`src/rtl/pipe_decode_execute_reg_pkg.sv`:
```
// pipe_pkg: shared constants and control bundle for the decode/execute boundary
package pipe_pkg;
    localparam logic [3:0] COND_AL = 4'hE;
    localparam int FLAG_N = 3;
    localparam int FLAG_Z = 2;
    localparam int FLAG_C = 1;
    localparam int FLAG_V = 0;
    localparam int FLAGWRITE_NZ = 1;
    localparam int FLAGWRITE_CV = 0;
    typedef struct packed {
        logic [3:0] cond;
        logic [1:0] flagwrite;
        logic       branch;
        logic       regwrite;
        logic       memwrite;
        logic       pcsrc;
        logic       nowrite;
        logic       memtoreg;
        logic       alusrc;
        logic [1:0] alucontrol;
    } ctrl_e_t;
    localparam ctrl_e_t CTRL_BUBBLE = '{
        cond: COND_AL, flagwrite: 2'b00, branch: 1'b0, regwrite: 1'b0,
        memwrite: 1'b0, pcsrc: 1'b0, nowrite: 1'b0, memtoreg: 1'b0,
        alusrc: 1'b0, alucontrol: 2'b00
    };
endpackage

```
`src/rtl/pipe_decode_execute_reg_if.sv`:
```
// pipe_decode_execute_reg_if: decode-side fields, hazard controls and execute-side copies
interface pipe_decode_execute_reg_if #(parameter int WIDTH = 32, parameter int RA_W = 4);
    logic             StallE, FlushE;
    logic [3:0]       CondD, CondE;
    logic [1:0]       FlagWriteD, FlagWriteE;
    logic             BranchD, RegWriteD, MemWriteD, PCSrcD, NoWriteD, MemtoRegD, ALUSrcD;
    logic             BranchE, RegWriteE, MemWriteE, PCSrcE, NoWriteE, MemtoRegE, ALUSrcE;
    logic [1:0]       ALUControlD, ALUControlE;
    logic [WIDTH-1:0] RD1D, RD2D, ExtImmD, RD1E, RD2E, ExtImmE;
    logic [RA_W-1:0]  RA1D, RA2D, WA3D, RA1E, RA2E, WA3E;
    logic [3:0]       NextFlagsE, FlagsE;
    logic             ValidE;
    modport master (
        output StallE, FlushE, CondD, FlagWriteD, BranchD, RegWriteD, MemWriteD, PCSrcD,
               NoWriteD, MemtoRegD, ALUSrcD, ALUControlD, RD1D, RD2D, ExtImmD,
               RA1D, RA2D, WA3D, NextFlagsE,
        input  CondE, FlagWriteE, BranchE, RegWriteE, MemWriteE, PCSrcE, NoWriteE,
               MemtoRegE, ALUSrcE, ALUControlE, RD1E, RD2E, ExtImmE, RA1E, RA2E, WA3E,
               FlagsE, ValidE
    );
    modport slave (
        input  StallE, FlushE, CondD, FlagWriteD, BranchD, RegWriteD, MemWriteD, PCSrcD,
               NoWriteD, MemtoRegD, ALUSrcD, ALUControlD, RD1D, RD2D, ExtImmD,
               RA1D, RA2D, WA3D, NextFlagsE,
        output CondE, FlagWriteE, BranchE, RegWriteE, MemWriteE, PCSrcE, NoWriteE,
               MemtoRegE, ALUSrcE, ALUControlE, RD1E, RD2E, ExtImmE, RA1E, RA2E, WA3E,
               FlagsE, ValidE
    );
endinterface

```
`src/rtl/pipe_decode_execute_reg_flags.sv`:
```
// pipe_flags_reg: architectural {N,Z,C,V} register with load enable
module pipe_flags_reg (
    input  logic       clk,
    input  logic       reset,
    input  logic       en,
    input  logic [3:0] d,
    output logic [3:0] q
);
    always_ff @(posedge clk or posedge reset)
        if (reset) q <= 4'b0000;
        else if (en) q <= d;
endmodule

```
`src/rtl/pipe_decode_execute_reg.sv`:
```
// pipe_decode_execute_reg: D->E pipeline register with stall/flush and the condition flags
module pipe_decode_execute_reg
    import pipe_pkg::*;
#(
    parameter int WIDTH = 32,
    parameter int RA_W  = 4
) (
    input logic clk,
    input logic reset,
    pipe_decode_execute_reg_if.slave bus
);
    ctrl_e_t          ctrl, ctrl_d;
    logic [WIDTH-1:0] rd1, rd2, imm;
    logic [RA_W-1:0]  ra1, ra2, wa3;
    logic             valid;
    logic [3:0]       flags;
    logic             load;

    assign ctrl_d = '{
        cond: bus.CondD, flagwrite: bus.FlagWriteD, branch: bus.BranchD,
        regwrite: bus.RegWriteD, memwrite: bus.MemWriteD, pcsrc: bus.PCSrcD,
        nowrite: bus.NoWriteD, memtoreg: bus.MemtoRegD, alusrc: bus.ALUSrcD,
        alucontrol: bus.ALUControlD
    };
    // flush beats stall, so a flushed slot always advances
    assign load = bus.FlushE | ~bus.StallE;

    always_ff @(posedge clk or posedge reset)
        if (reset) begin
            ctrl  <= CTRL_BUBBLE;
            {rd1, rd2, imm, ra1, ra2, wa3} <= '0;
            valid <= 1'b0;
        end else if (load) begin
            ctrl  <= bus.FlushE ? CTRL_BUBBLE : ctrl_d;
            rd1   <= bus.FlushE ? '0 : bus.RD1D;
            rd2   <= bus.FlushE ? '0 : bus.RD2D;
            imm   <= bus.FlushE ? '0 : bus.ExtImmD;
            ra1   <= bus.FlushE ? '0 : bus.RA1D;
            ra2   <= bus.FlushE ? '0 : bus.RA2D;
            wa3   <= bus.FlushE ? '0 : bus.WA3D;
            valid <= ~bus.FlushE;
        end

    // the instruction leaving E on a flush still commits its flags
    pipe_flags_reg u_flags (
        .clk  (clk),
        .reset(reset),
        .en   (load),
        .d    (bus.NextFlagsE),
        .q    (flags)
    );

    assign bus.CondE       = ctrl.cond;
    assign bus.FlagWriteE  = ctrl.flagwrite;
    assign bus.BranchE     = ctrl.branch;
    assign bus.RegWriteE   = ctrl.regwrite;
    assign bus.MemWriteE   = ctrl.memwrite;
    assign bus.PCSrcE      = ctrl.pcsrc;
    assign bus.NoWriteE    = ctrl.nowrite;
    assign bus.MemtoRegE   = ctrl.memtoreg;
    assign bus.ALUSrcE     = ctrl.alusrc;
    assign bus.ALUControlE = ctrl.alucontrol;
    assign bus.RD1E        = rd1;
    assign bus.RD2E        = rd2;
    assign bus.ExtImmE     = imm;
    assign bus.RA1E        = ra1;
    assign bus.RA2E        = ra2;
    assign bus.WA3E        = wa3;
    assign bus.ValidE      = valid;
    assign bus.FlagsE      = flags;
endmodule

```
`src/flat_wrapper.sv`:
```
// flat-port wrapper written by rule: the top's interface ports become plain ports
module pipe_decode_execute_reg_flat import pipe_pkg::*;
#(
    parameter int WIDTH = 32,
    parameter int RA_W  = 4
)
  (clk, reset, bus_StallE, bus_FlushE, bus_CondD, bus_FlagWriteD, bus_BranchD, bus_RegWriteD, bus_MemWriteD, bus_PCSrcD, bus_NoWriteD, bus_MemtoRegD, bus_ALUSrcD, bus_ALUControlD, bus_RD1D, bus_RD2D, bus_ExtImmD, bus_RA1D, bus_RA2D, bus_WA3D, bus_NextFlagsE, bus_CondE, bus_FlagWriteE, bus_BranchE, bus_RegWriteE, bus_MemWriteE, bus_PCSrcE, bus_NoWriteE, bus_MemtoRegE, bus_ALUSrcE, bus_ALUControlE, bus_RD1E, bus_RD2E, bus_ExtImmE, bus_RA1E, bus_RA2E, bus_WA3E, bus_FlagsE, bus_ValidE);
  pipe_decode_execute_reg_if #(.WIDTH(WIDTH), .RA_W(RA_W)) bus_i ();
  input logic clk;
  input logic reset;
  input wire logic [$bits(bus_i.StallE)-1:0] bus_StallE;
  input wire logic [$bits(bus_i.FlushE)-1:0] bus_FlushE;
  input wire logic [$bits(bus_i.CondD)-1:0] bus_CondD;
  input wire logic [$bits(bus_i.FlagWriteD)-1:0] bus_FlagWriteD;
  input wire logic [$bits(bus_i.BranchD)-1:0] bus_BranchD;
  input wire logic [$bits(bus_i.RegWriteD)-1:0] bus_RegWriteD;
  input wire logic [$bits(bus_i.MemWriteD)-1:0] bus_MemWriteD;
  input wire logic [$bits(bus_i.PCSrcD)-1:0] bus_PCSrcD;
  input wire logic [$bits(bus_i.NoWriteD)-1:0] bus_NoWriteD;
  input wire logic [$bits(bus_i.MemtoRegD)-1:0] bus_MemtoRegD;
  input wire logic [$bits(bus_i.ALUSrcD)-1:0] bus_ALUSrcD;
  input wire logic [$bits(bus_i.ALUControlD)-1:0] bus_ALUControlD;
  input wire logic [$bits(bus_i.RD1D)-1:0] bus_RD1D;
  input wire logic [$bits(bus_i.RD2D)-1:0] bus_RD2D;
  input wire logic [$bits(bus_i.ExtImmD)-1:0] bus_ExtImmD;
  input wire logic [$bits(bus_i.RA1D)-1:0] bus_RA1D;
  input wire logic [$bits(bus_i.RA2D)-1:0] bus_RA2D;
  input wire logic [$bits(bus_i.WA3D)-1:0] bus_WA3D;
  input wire logic [$bits(bus_i.NextFlagsE)-1:0] bus_NextFlagsE;
  output wire logic [$bits(bus_i.CondE)-1:0] bus_CondE;
  output wire logic [$bits(bus_i.FlagWriteE)-1:0] bus_FlagWriteE;
  output wire logic [$bits(bus_i.BranchE)-1:0] bus_BranchE;
  output wire logic [$bits(bus_i.RegWriteE)-1:0] bus_RegWriteE;
  output wire logic [$bits(bus_i.MemWriteE)-1:0] bus_MemWriteE;
  output wire logic [$bits(bus_i.PCSrcE)-1:0] bus_PCSrcE;
  output wire logic [$bits(bus_i.NoWriteE)-1:0] bus_NoWriteE;
  output wire logic [$bits(bus_i.MemtoRegE)-1:0] bus_MemtoRegE;
  output wire logic [$bits(bus_i.ALUSrcE)-1:0] bus_ALUSrcE;
  output wire logic [$bits(bus_i.ALUControlE)-1:0] bus_ALUControlE;
  output wire logic [$bits(bus_i.RD1E)-1:0] bus_RD1E;
  output wire logic [$bits(bus_i.RD2E)-1:0] bus_RD2E;
  output wire logic [$bits(bus_i.ExtImmE)-1:0] bus_ExtImmE;
  output wire logic [$bits(bus_i.RA1E)-1:0] bus_RA1E;
  output wire logic [$bits(bus_i.RA2E)-1:0] bus_RA2E;
  output wire logic [$bits(bus_i.WA3E)-1:0] bus_WA3E;
  output wire logic [$bits(bus_i.FlagsE)-1:0] bus_FlagsE;
  output wire logic [$bits(bus_i.ValidE)-1:0] bus_ValidE;
  assign bus_i.StallE = bus_StallE;
  assign bus_i.FlushE = bus_FlushE;
  assign bus_i.CondD = bus_CondD;
  assign bus_i.FlagWriteD = bus_FlagWriteD;
  assign bus_i.BranchD = bus_BranchD;
  assign bus_i.RegWriteD = bus_RegWriteD;
  assign bus_i.MemWriteD = bus_MemWriteD;
  assign bus_i.PCSrcD = bus_PCSrcD;
  assign bus_i.NoWriteD = bus_NoWriteD;
  assign bus_i.MemtoRegD = bus_MemtoRegD;
  assign bus_i.ALUSrcD = bus_ALUSrcD;
  assign bus_i.ALUControlD = bus_ALUControlD;
  assign bus_i.RD1D = bus_RD1D;
  assign bus_i.RD2D = bus_RD2D;
  assign bus_i.ExtImmD = bus_ExtImmD;
  assign bus_i.RA1D = bus_RA1D;
  assign bus_i.RA2D = bus_RA2D;
  assign bus_i.WA3D = bus_WA3D;
  assign bus_i.NextFlagsE = bus_NextFlagsE;
  assign bus_CondE = bus_i.CondE;
  assign bus_FlagWriteE = bus_i.FlagWriteE;
  assign bus_BranchE = bus_i.BranchE;
  assign bus_RegWriteE = bus_i.RegWriteE;
  assign bus_MemWriteE = bus_i.MemWriteE;
  assign bus_PCSrcE = bus_i.PCSrcE;
  assign bus_NoWriteE = bus_i.NoWriteE;
  assign bus_MemtoRegE = bus_i.MemtoRegE;
  assign bus_ALUSrcE = bus_i.ALUSrcE;
  assign bus_ALUControlE = bus_i.ALUControlE;
  assign bus_RD1E = bus_i.RD1E;
  assign bus_RD2E = bus_i.RD2E;
  assign bus_ExtImmE = bus_i.ExtImmE;
  assign bus_RA1E = bus_i.RA1E;
  assign bus_RA2E = bus_i.RA2E;
  assign bus_WA3E = bus_i.WA3E;
  assign bus_FlagsE = bus_i.FlagsE;
  assign bus_ValidE = bus_i.ValidE;
  pipe_decode_execute_reg #(.WIDTH(WIDTH), .RA_W(RA_W)) u_core (.clk(clk), .reset(reset), .bus(bus_i));
endmodule
```
`config.mk`:
```
export PLATFORM = sky130hd
export DESIGN_NAME = pipe_decode_execute_reg_flat
export DESIGN_NICKNAME = d
export VERILOG_FILES = /design/src/rtl/pipe_decode_execute_reg_pkg.sv /design/src/rtl/pipe_decode_execute_reg_if.sv /design/src/rtl/pipe_decode_execute_reg_flags.sv /design/src/rtl/pipe_decode_execute_reg.sv /design/src/flat_wrapper.sv
export SDC_FILE = /design/constraint.sdc
export NUM_CORES = 1
export LEC_CHECK = 0
export CAP_MARGIN = 10
export CORE_ASPECT_RATIO = 0.9
export CORE_MARGIN = 2
export CORE_UTILIZATION = 45
export CTS_BUF_LIST = sky130_fd_sc_hd__clkbuf_8
export DETAILED_ROUTE_END_ITERATION = 8
export MAX_ROUTING_LAYER = met4
export PLACE_DENSITY = 0.89
export SYNTH_ARGS = -nofsm -noshare
export SYNTH_HDL_FRONTEND = slang
export SYNTH_SLANG_ARGS = --single-unit
export TNS_END_PERCENT = 20
```
`constraint.sdc`:
```
create_clock -name clk -period 6.9 [get_ports clk]
set_input_delay 0.69 -clock clk [delete_from_list [all_inputs] [get_ports clk]]
set_output_delay 0.69 -clock clk [all_outputs]
set_load 0.005 [all_outputs]
```
==> key figures <==
Outcome
  • Run status: finished, final reports clean

Synthesis
  • Synthesized Nets: approximately 540
  • Ys Warns: 0
  • Syn Area/Cell: 12.6 um^2
  • Number of synthesized register bits: between 100 and 150
  • Post-synth design cell area: 5160 um^2
  • Post-Synthesis Cells: 410
  • Fraction of the yosys area taken by sequential cells: 62.1%
  • Netlist cell types: 14

Drt
  • Post-DR vias/cell: 4.84
  • Residual antenna-violating net count after detailed routing: 0
  • Total wirelength of the detailed-routed design: 14,000 um
  • Post-route DRC: 0
  • Detailed-route wire length per cell: 16.9 um
  • Initial detailed-routing violation count: 262
  • Detailed-router iteration count before antenna repair: 4
  • Total number of vias: slightly above 4,000

STA
  • Period utilisation layout: 34.4%
  • Slew Limit Headroom: 28.4%
  • Setup Skew: 0 ns
  • Highest achievable clock rate: approximately 420 MHz
  • Transition time of the tightest slew-check pin: around 1.1 ns
  • Hold Vio Cnt, Final: 0
  • Worst-case hold slack: 0.508 ns
  • Min cycle time layout: 2.37 ns
  • Max-slew violation total from the final report: 0
  • Unrepaired setup endpoints after global routing: no
  • Final setup violation count: 0
  • Setup tns final: 0 ns

Worst hold path
  • Launch instance of the worst min-delay path: u_core.u_flags.q[2]
  • Hold path depth: 1
  • Tightest Hold Check Type: reg2reg
  • Worst hold endpoint: u_core.u_flags.q[2]

Worst setup path
  • CP startpoint kind: primary input
  • Slowest library cell on the worst path: buf_4
  • Critical-path maximum fanout: 65
  • RR Startpoint: u_core.bus.ExtImmE[3]
  • Data required time at the worst endpoint: around 7.2 ns
  • Cells traversed along the worst timing path: buf_6, buf_4, mux2i_1, nor2_1
  • Slack of the worst reg-to-reg path: 6.12 ns
  • Crit. End Element: register
  • Worst Setup Path Type: in2reg
  • Depth of the worst register-to-register path: 2
  • Data arrival at the endpoint of the critical path: 2.65 ns
  • Slowest stage delay, CP: between 0.9 and 1 ns
  • Capture instance of the worst register-to-register path: u_core.bus.ExtImmE[3]

Clock network
  • Clock tree from TritonCTS: yes
  • Count of cells resized by post-cts repair: 0
  • H-tree depth: 4
  • Number of buffers added by the clock tree synthesis step: 17
  • CTS Hold Bufs: 0
  • Clock tree sinks: 128
  • Clock Latency Late Sink: around 0.42 ns
  • Number of setup buffers added after CTS: 0
  • Root Buffer: clkbuf_8
  • Clock Pin Slew Worst Setup and Hold Paths: 0.07 ns
  • Deepest clock path buffer count: 2

Cells and area
  • Area growth from synthesis to layout: 58.3%
  • Share of the core filled with cells in the final layout: 72.3%
  • Number of fill cells in the layout: 839
  • Fraction of final layout cells sized beyond drive strength 1: 6.22%
  • Final nets: roughly 800
  • Commonest cells after routing, fill and taps aside: clkdlybuf4s50_1, dfrtp_1, mux2i_1, nor2_1, clkbuf_8
  • Commonest non-fill, non-tap cell in the layout: clkdlybuf4s50_1
  • Antenna cells: 0

Global route
  • Global route overflow: 0
  • Global Route Usage Sum: 23.6%
  • Global-route wire length before repair: 21,700 um
  • Maximum number of pins on one net before global-route repair: 72
  • Vias in the first global route: 4,302
  • Number of antenna violations at the first check in global routing: 0

Floorplan
  • Number of ports placed on the die boundary: 259
  • Core outline area: 11,300 um^2
  • Width of the chip: 117 um
  • Die Span Y: roughly 110 um
  • Starting density of the core: 45.7%
  • Floorplan die area: 12,300 um^2
  • Site Rows: 37

Pwr
  • Total power density per cell area: 213 nW/um^2
  • Worst supply voltage drop on vdd: roughly 120 uV
  • Pleak: 3.87 nW

Place
  • Weighted congestion at the end of routability-driven global placement: roughly 0.80
  • Half-perimeter wire length after placement: 10,000 um
  • Count of port buffers added during placement: 258

Job
  • Maximum Capacitance Violations: 0
## per-layer routing
| layer | up-vias | share of wire (%) | wire length [um] | global-route usage (%) |
|---|---|---|---|---|
| li1 | 1856 | - | - | - |
| met1 | 1949 | 39 | 5440 | 27.0 |
| met2 | 190 | 50 | 6980 | 38.3 |
| met3 | 30 | 8.8 | 1240 | 7.19 |
| met4 | 0 | 2.6 | 365 | 10.5 |
| met5 | - | 0 | 0 | - |
## area by class of cell
| type | instances | area (um^2) | area share [%] |
|---|---|---|---|
| timing repair buffer | 261 | 2600 | 31.9 |
| clock buffer | 25 | 344 | 4.21 |
| tap | 156 | 195 | 2.39 |
| multi-input combinational | 252 | 1750 | 21.5 |
| sequential | 128 | 3210 | 39.3 |
| clock inverter | 7 | 56.3 | 0.689 |
| inverter | 2 | 10.0 | 0.123 |
## through the flow
| stage | area [um^2] | cells | total power [mW] | setup WS, ns |
|---|---|---|---|---|
| finish | 8170 | 831 | 1.74 | 4.53 |
| global route | 8170 | 831 | 1.82 | 4.45 |
| CTS | 8170 | 831 | 1.76 | 4.57 |
| detailed placement | 7770 | 799 | 1.12 | 4.12 |
| global placement | 7770 | 799 | 1.11 | 4.22 |
| floorplan | 5160 | 410 | 0.939 | 2.80 |
## worst max-delay path by stage
| stage | cells after the start | endpoint | start |
|---|---|---|---|
| floorplan | 1 | u_core.bus.ALUControlE[0] | reset |
| global placement | 4 | u_core.bus.RD1E[30] | bus_StallE |
| detailed placement | 4 | u_core.bus.ExtImmE[3] | bus_StallE |
| CTS | 4 | u_core.bus.ExtImmE[3] | bus_StallE |
| global route | 4 | u_core.bus.RD2E[26] | bus_StallE |
| finish | 4 | u_core.bus.ExtImmE[3] | bus_StallE |
## synth_stat cells
library cell / instances / area share [%]
dfrtp_1: 125 / 61
mux2i_1: 120 / 23
nor2_1: 120 / 8.7
buf_2: 7 / 0.68
buf_4: 7 / 1.0
buf_6: 7 / 1.5
clkbuf_1: 7 / 0.51
mux2_2: 4 / 0.87
a211o_1: 3 / 0.51
dfstp_2: 3 / 1.5
nor2b_1: 3 / 0.36
inv_1: 2 / 0.15
a21oi_1: 1 / 0.097
nand2b_1: 1 / 0.12
## logic make-up (layout without fill, tap and decap cells)
| family | Yosys count | count (layout) | share of synthesized area, % |
|---|---|---|---|
| muxes | 124 | 124 | 24.2 |
| DFF | 128 | 128 | 62.1 |
| and+or+nand+nor | 124 | 124 | 9.21 |
| buffers and inverters | 30 | 295 | 3.88 |
| AOI/OAI and AO/OA | 4 | 4 | 0.606 |
## flip-flops by register name, summed over array words and instances, names as in the netlist, 2 cells and up
register	cells
u_core.bus.RA2E	4
u_core.bus.RD1E	32
u_core.bus.WA3E	4
u_core.u_flags.q	4
u_core.bus.CondE	4
u_core.bus.RD2E	32
u_core.bus.FlagWriteE	2
u_core.bus.RA1E	4
u_core.bus.ExtImmE	32
u_core.bus.ALUControlE	2
## critical path, delay by kind of cell
family	cells	cell delay, ns
multiplexers	1	0.31
AND/OR/NAND/NOR	1	0.08
buffers and inverters	2	1.43
## report_power, final
| group | switching (mW) | leakage, nW | total, mW | internal (mW) |
|---|---|---|---|---|
| logic | 0.108 | 1.96 | 0.288 | 0.181 |
| registers | 0.0248 | 1.68 | 0.819 | 0.794 |
| clock network | 0.274 | 0.222 | 0.631 | 0.357 |
| total | 0.406 | 3.87 | 1.74 | 1.33 |
Note: power is estimated with default switching activity, not from simulation.
